$ cat src/rtl/johnson_decoder_monitor.sv
// Johnson-code receive monitor: validates and decodes each sampled code,
// tracks successor order, declares lock after a good run, and counts sequence errors.
module johnson_decoder_monitor #(
    parameter int WIDTH      = 4,
    parameter int IDX_W      = 3,
    parameter int LOCK_COUNT = 3,
    parameter int ERR_CNT_W  = 8
) (
    input  logic                 clk,
    input  logic                 reset,
    input  logic                 en,
    input  logic [WIDTH-1:0]     code,
    input  logic                 clr_err,
    output logic [IDX_W-1:0]     index,
    output logic                 idx_valid,
    output logic                 illegal,
    output logic                 seq_err,
    output logic                 locked,
    output logic [ERR_CNT_W-1:0] err_count
);

    typedef enum logic [1:0] {
        ST_SEARCH = 2'd0,
        ST_TRACK  = 2'd1,
        ST_LOCKED = 2'd2
    } state_t;

    localparam int         NSTATES  = 2 * WIDTH;
    localparam logic [3:0] LOCK_RUN = 4'(LOCK_COUNT);

    // Johnson pattern for index k: k low ones up to WIDTH, then ones with k-WIDTH low zeros.
    function automatic logic [WIDTH-1:0] johnson_of(input int k);
        logic [WIDTH-1:0] c;
        c = '0;
        for (int b = 0; b < WIDTH; b++) begin
            c[b] = (k <= WIDTH) ? (b < k) : (b >= (k - WIDTH));
        end
        return c;
    endfunction

    // MSB of the result flags a legal code; the low IDX_W bits carry its index.
    function automatic logic [IDX_W:0] lookup(input logic [WIDTH-1:0] c);
        logic [IDX_W:0] r;
        r = '0;
        for (int k = 0; k < NSTATES; k++) begin
            r = (c == johnson_of(k)) ? {1'b1, IDX_W'(k)} : r;
        end
        return r;
    endfunction

    function automatic logic [WIDTH-1:0] succ(input logic [WIDTH-1:0] c);
        return {c[WIDTH-2:0], ~c[WIDTH-1]};
    endfunction

    state_t                 state_q, state_d;
    logic [WIDTH-1:0]       prev_q, prev_d;
    logic [3:0]             run_q, run_d;
    logic [IDX_W-1:0]       index_q, index_d;
    logic                   idx_valid_q, idx_valid_d;
    logic                   illegal_q, illegal_d;
    logic                   seq_err_q, seq_err_d;
    logic                   locked_q, locked_d;
    logic [ERR_CNT_W-1:0]   err_count_q, err_count_d;
    logic [IDX_W:0]         lk_s;
    logic                   legal_s;
    logic                   is_succ_s;

    // Next-state, decode and pulse generation for one en sample.
    always_comb begin
        state_d     = state_q;
        prev_d      = prev_q;
        run_d       = run_q;
        index_d     = index_q;
        idx_valid_d = 1'b0;
        illegal_d   = 1'b0;
        seq_err_d   = 1'b0;
        lk_s        = lookup(code);
        legal_s     = lk_s[IDX_W];
        is_succ_s   = (code == succ(prev_q));

        if (en) begin
            illegal_d   = ~legal_s;
            idx_valid_d = legal_s;
            index_d     = legal_s ? lk_s[IDX_W-1:0] : index_q;
            case (state_q)
                ST_SEARCH: begin
                    if (legal_s) begin
                        state_d = ST_TRACK;
                        prev_d  = code;
                        run_d   = 4'd0;
                    end else begin
                        state_d = ST_SEARCH;
                    end
                end
                ST_TRACK: begin
                    if (!legal_s) begin
                        state_d = ST_SEARCH;
                    end else if (is_succ_s) begin
                        run_d   = run_q + 4'd1;
                        prev_d  = code;
                        state_d = (run_d == LOCK_RUN) ? ST_LOCKED : ST_TRACK;
                    end else begin
                        run_d  = 4'd0;
                        prev_d = code;
                    end
                end
                ST_LOCKED: begin
                    // prev is always legal, so a successor match implies a legal code.
                    if (is_succ_s) begin
                        prev_d = code;
                    end else begin
                        seq_err_d = 1'b1;
                        if (legal_s) begin
                            state_d = ST_TRACK;
                            run_d   = 4'd0;
                            prev_d  = code;
                        end else begin
                            state_d = ST_SEARCH;
                        end
                    end
                end
                default: begin
                    state_d = ST_SEARCH;
                end
            endcase
        end else begin
            state_d = state_q;
        end

        locked_d = (state_d == ST_LOCKED);

        if (clr_err) begin
            err_count_d = seq_err_d ? ERR_CNT_W'(1) : '0;
        end else if (seq_err_d && (err_count_q != '1)) begin
            err_count_d = err_count_q + ERR_CNT_W'(1);
        end else begin
            err_count_d = err_count_q;
        end
    end

    // State and output registers.
    always_ff @(posedge clk or posedge reset) begin
        if (reset) begin
            state_q     <= ST_SEARCH;
            prev_q      <= '0;
            run_q       <= 4'd0;
            index_q     <= '0;
            idx_valid_q <= 1'b0;
            illegal_q   <= 1'b0;
            seq_err_q   <= 1'b0;
            locked_q    <= 1'b0;
            err_count_q <= '0;
        end else begin
            state_q     <= state_d;
            prev_q      <= prev_d;
            run_q       <= run_d;
            index_q     <= index_d;
            idx_valid_q <= idx_valid_d;
            illegal_q   <= illegal_d;
            seq_err_q   <= seq_err_d;
            locked_q    <= locked_d;
            err_count_q <= err_count_d;
        end
    end

    assign index     = index_q;
    assign idx_valid = idx_valid_q;
    assign illegal   = illegal_q;
    assign seq_err   = seq_err_q;
    assign locked    = locked_q;
    assign err_count = err_count_q;

endmodule

$ cat config.mk
export PLATFORM = sky130hd
export DESIGN_NAME = johnson_decoder_monitor
export DESIGN_NICKNAME = d
export VERILOG_FILES = /design/src/rtl/johnson_decoder_monitor.sv
export SDC_FILE = /design/constraint.sdc
export NUM_CORES = 1
export LEC_CHECK = 0
export BUFFER_PORTS_ARGS = -buffer_cell sky130_fd_sc_hd__clkbuf_2
export CAP_MARGIN = 20
export CORE_UTILIZATION = 30
export DETAILED_ROUTE_END_ITERATION = 8
export PLACE_DENSITY = 0.54
export SLEW_MARGIN = 25
export SYNTH_ARGS = -nofsm -noshare
export SYNTH_HDL_FRONTEND = slang
export SYNTH_SLANG_ARGS = --single-unit
$ cat constraint.sdc
create_clock -name clk -period 2.72 [get_ports clk]
set_clock_uncertainty 0.05 [all_clocks]
set_input_delay 0.408 -clock clk [delete_from_list [all_inputs] [get_ports clk]]
set_output_delay 0.408 -clock clk [all_outputs]
set_load 0.02 [all_outputs]
== Word level (Yosys, flattened, before mapping) ==
Index checks and enable logic that the tools add are counted.

* Logic and storage cells: 69
* Output and inout port bits: 15
* Input bits: 8
* Register bits after elaboration: 25

* Add/subtract/negate cells: 2
* Reductions and logical operators: 10
* Bitwise operators: 2
* Mux-type cells: 31
* Equal/unequal tests: 15

{| class="wikitable"
|+ Operators by type and width
! cell !! count
|-
| 2-to-1 mux 4 bit || 14
|-
| equality test 4 bit, second input constant || 4
|-
| 2-to-1 mux 8 bit || 2
|-
| case mux 4 bit (3 select lines) || 1
|-
| 2-to-1 mux 2 bit || 5
|-
| adder 8 x 1 -> 8 bit, second input constant || 1
|-
| equality test 4 x 2 -> 1 bit, second input constant || 2
|-
| inequality test 8 bit, second input constant || 1
|-
| case mux 4 bit (2 select lines) || 1
|-
| 2-to-1 mux 1 bit || 7
|-
| case mux 2 bit (3 select lines) || 1
|-
| adder 4 x 1 -> 4 bit, second input constant || 1
|-
| equality test 2 bit, second input constant || 2
|-
| equality test 4 x 1 -> 1 bit, second input constant || 1
|-
| equality test 4 x 3 -> 1 bit, second input constant || 1
|-
| equality test 4 bit || 1
|-
| logical NOT 4 bit || 1
|-
| inequality test 2 bit, second input constant || 2
|-
| AND reduction 2 bit || 2
|-
| AND reduction 4 bit || 1
|-
| nonzero test 2 bit || 2
|-
| nonzero test 3 bit || 1
|-
| equality test 2 x 1 -> 1 bit, second input constant || 1
|-
| logical NOT 2 bit || 1
|-
| 3 further kinds || 4
|}

== Depth between registers and ports, before layout ==
* Depth in word-level cells: 14
* Gate-level depth with buffers: 7

== Least setup slack after synthesis ==
Ideal clock, no wire load.

* Path kind: input to register
* Start point: input code[3]
* End point: register prev_q[2]
* Setup time: 0.125 ns
* Data arrival time: 1.748 ns
* Required time: 2.545 ns
* Stages on the path: 7
* Setup slack: 0.797 ns
* Path through: buf_2 -> or2_2 -> a21oi_2 -> or2_1 -> buf_2 -> o2bb2ai_4 -> mux2_2

* Cells in the longest elaborated chain, start to end: 12
* Elaborated cells between the ends (all ways): 20
* Those cells by class: eq/ne (8); mux (11); reduce/logical (1)

{| class="wikitable"
|+ RTL lines
! what !! RTL line !! source
|-
| start, declared || 12 || <nowiki>input logic [WIDTH-1:0] code,</nowiki>
|-
| logical NOT 4 bit || 46 || <nowiki>r = (c == johnson_of(k)) ? {1'b1, IDX_W'(k)} : r;</nowiki>
|-
| 2-to-1 mux 4 bit (8 in a row) || 46 ||
|-
| 2-to-1 mux 4 bit || n/a ||
|-
| 2-to-1 mux 4 bit || 109 || <nowiki>if (is_succ_s) begin</nowiki>
|-
| case mux 4 bit (2 select lines) (*) || 85 || <nowiki>case (state_q)</nowiki>
|-
| end signal, assigned || 155 || <nowiki>prev_q <= prev_d;</nowiki>
|-
| end, declared || 56 || <nowiki>logic [WIDTH-1:0] prev_q, prev_d;</nowiki>
|}

Every way passes the cells marked *; elsewhere a longest branch is shown, timed or not.
A chain may end at the register's enable or synchronous reset.

== Final worst setup path ==
* Start point: register state_q[0]
* End point: register err_count_q[3], in the netlist err_count[3]

* Cells in the longest elaborated chain, start to end: 5

{| class="wikitable"
|+ RTL lines
! what !! RTL line !! source
|-
| start, declared || 55 || <nowiki>state_t state_q, state_d;</nowiki>
|-
| start signal, assigned || 154 || <nowiki>state_q <= state_d;</nowiki>
|-
| equality test 2 bit || 85 ||
|-
| 2-to-1 mux 1 bit || 85 ||
|-
| 2-to-1 mux 1 bit || 81 || <nowiki>if (en) begin</nowiki>
|-
| logical AND 1 bit || 134 || <nowiki>end else if (seq_err_d && (err_count_q != '1)) begin</nowiki>
|-
| nonzero test 2 bit (no line) || n/a ||
|-
| end signal, assigned || 162 || <nowiki>err_count_q <= err_count_d;</nowiki>
|-
| end, declared || 63 || <nowiki>logic [ERR_CNT_W-1:0] err_count_q, err_count_d;</nowiki>
|}

No other way between the ends.

==> impl_metrics.yaml <==
sta:
  hold_viol_final: 0
  drv_slew: 0
  setup_violations: 0
  fmax_mhz: 501
  period_minus_slack_ns: 2.00
  period_share_pct: 73.4
  grt_setup_unrepaired: "no"
  fin_setup_tns_ns: 0
  whs_ns: 0.111
  tightest_slew_ns: 0.546
  slew_headroom_pct: 63.6
die:
  die-area_um2: 5130
  chipHeight_um: 71.6
  row_count: 24
  die_w_um: 71.6
  start_util_pct: 32.3
  core_area_um2: 4500
  io_pins: 23
critical_path:
  cpMaxStageDelayCell: "dfrtp_1"
  cp-end-kind: "flop"
  crit_type: "reg2reg"
  cp.required_ns: 2.82
  cp_max_fo: 12
  cp.arrival_ns: 2.10
  crit_path_cell_trace: "nand3b_1 > o21bai_1 > nor4b_1 > xnor2_1 > nor2_1"
  max_stage_delay_ns: 0.52
  startpoint_type: "flop"
logic_synthesis:
  synth_warnings: 0
  ys_ff_latch: 25
  synth_area_leaders: "dfrtp_1 43%, xnor2_1 6.0%, mux2_2 3.9%, nand2_1 3.1%, nor2_1 2.8%"
  syn-cell-area_um2: 1460
  yosysSeqAreaShare_pct: 43.0
  synthArstFlopShare_pct: 100
  ys.flop_type: "dfrtp_1"
  synthDistinctLibCells: 47
  synth.most_common_cell: "dfrtp_1"
  synth_area_leader_cell: "dfrtp_1"
  syn_avg_cell_area_um2: 9.70
  syn-num-nets: 161
  yosys-top-cells-count: "25 x dfrtp_1, 12 x nand2_1, 11 x nor2_1, 10 x xnor2_1, 8 x a21oi_1"
  synth-edff-count: 0
  synth_top_area_share_pct: 43.0
  syn_inst: 150
clocking:
  hold_buffers: 0
  clockBufferDepth: 2
  root_buffer: "clkbuf_8"
  cts_sinks: 25
  cts_inserted_buffers: 3
  h-tree-depth: 1
  cts_tree: "built"
  ctsResizeCount: 0
  clkLatencyLatePin_ns: 0.27
  clkTransAtPathRegs_ns: 0.09
  cts_setup_buffers: 0
route:
  dr.pass1.iters: 4
  drt_iter0_drc: 32
  vias_per_cell: 5.24
  route.detailed.drc: 0
  vias: 1147
  ant_nets: 0
  wl_um: 3060
  wire_per_inst_um: 14.0
power:
  clkPwrFrac_pct: 28.0
  combPwrFrac_pct: 18.6
  switching_share_pct: 28.6
  p_switching_mw: 0.226
  seqPwrFrac_pct: 53.5
  internal-power_mw: 0.562
  leakage_nw: 0.691
  p_per_area_nw_per_um2: 486
  ir_worst_vdd_v: 0.000275
finish:
  multi_input_area_um2: 752
  diodes: 0
  area_growth_pct: 11.3
  fillCellCount: 453
  drive_above_1_share_pct: 22.8
  seq_area_um2: 626
  layout.nets: 179
global_routing:
  grt_max_degree: 26
  grt_pass1_wl_um: 5010
  grt_pass1_vias: 1054
  grt_overflow: 0
  antenna_found_initial: 0
  track_usage_pct: 12.3
min_path:
  hold_path.class: "in2async"
status:
  status: "completed"
placed_design:
  place_congestion: 0.770
  dp_hpwl_um: 2220
  place.port_buffers: 22
run:
  max_cap_viol_count: 0
[layer usage]
metal	up-vias	wire, µm	track usage [%]
li1	562	-	-
met1	551	1500	15.9
met2	28	1390	20.0
met3	6	131	3.66
met4	0	35	3.49
met5	-	0	0
[final timing paths]
check / slack (ns) / start / end / cells after the start
worst min register to register: 0.48 / prev_q[3] / prev_q[3] / 1
max in group asynchronous: 2.14 / reset / err_count[5] / 2
worst max register to register: 0.72 / state_q[0] / err_count[3] / 5
min in group clk: 0.38 / clr_err / err_count[5] / 2
worst max-delay path: 0.72 / state_q[0] / err_count[3] / 5
worst min-delay path: 0.11 / reset / run_q[0] / 2
[per-stage QoR]
step | total power, mW | setup slack (ns) | util [%] | cells | cell area, µm²
2_1_floorplan | 0.543 | 0.797 | - | 150 | 1460
3_3_place_gp | 0.571 | 0.602 | 35.0 | 215 | 1580
3_5_place_dp | 0.576 | 0.507 | 35.0 | 215 | 1580
4_1_cts | 0.801 | 0.717 | 36.0 | 219 | 1620
5_1_grt | 0.831 | 0.604 | 36.0 | 219 | 1620
6_report | 0.788 | 0.724 | 36.0 | 219 | 1620
[area by class of cell]
| cell class | count | area share [%] |
|---|---|---|
| Tap cell | 52 | 4.02 |
| Inverter | 6 | 1.39 |
| Multi-Input combinational cell | 110 | 46.4 |
| Clock buffer | 4 | 2.78 |
| Timing Repair Buffer | 22 | 6.80 |
| Sequential cell | 25 | 38.6 |
[layout by cell type (no fill, tap or decap), types with 2 or more instances in the layout]
cell and instances:
nor3_1 2, clkbuf_2 22, or2_2 2, ha_1 3, nor2_1 11, a21oi_1 8
dfrtp_1 25, clkbuf_8 3, nor4_1 2, nand2_1 12, mux2_2 5, o21ai_0 6
o31ai_1 3, xor2_1 2, xnor2_1 10, o21bai_1 2, or2_1 2, nand4_1 3
nand3_1 7, inv_1 5, nand2b_1 4, nand3b_1 3
[power by group through the flow]
stage	Clock (mW)	Combinational (mW)	Sequential, mW
final	0.220	0.146	0.422
after global routing	0.246	0.159	0.426
after CTS	0.233	0.147	0.421
after detailed placement	0	0.147	0.428
after global placement	0	0.144	0.427
after floorplan	0	0.109	0.434
[critical path: cells and delay by family, from the launching register on]
kind	cells	cell delay, ns
XOR/XNOR	1	0.18
AO/OA/AOI/OAI	1	0.32
AND/OR/NAND/NOR	3	0.81
flip-flops	1	0.52
[kinds of logic after synthesis]
family,synth area share (%)
muxes,4.56
buffers and inverters,5.33
AOI/OAI and AO/OA,16.8
and+or+nand+nor,20.6
adders and majority gates,2.58
xor gates and xnor gates,7.22
DFF,43.0
[sequential cells by signal (all words and copies together), names as in the netlist]
| register | count |
|---|---|
| illegal | 1 |
| index | 3 |
| locked | 1 |
| prev_q | 4 |
| err_count | 8 |
| state_q | 2 |
| run_q | 4 |
| idx_valid | 1 |
| seq_err | 1 |
(Power assumes the default switching activity.)
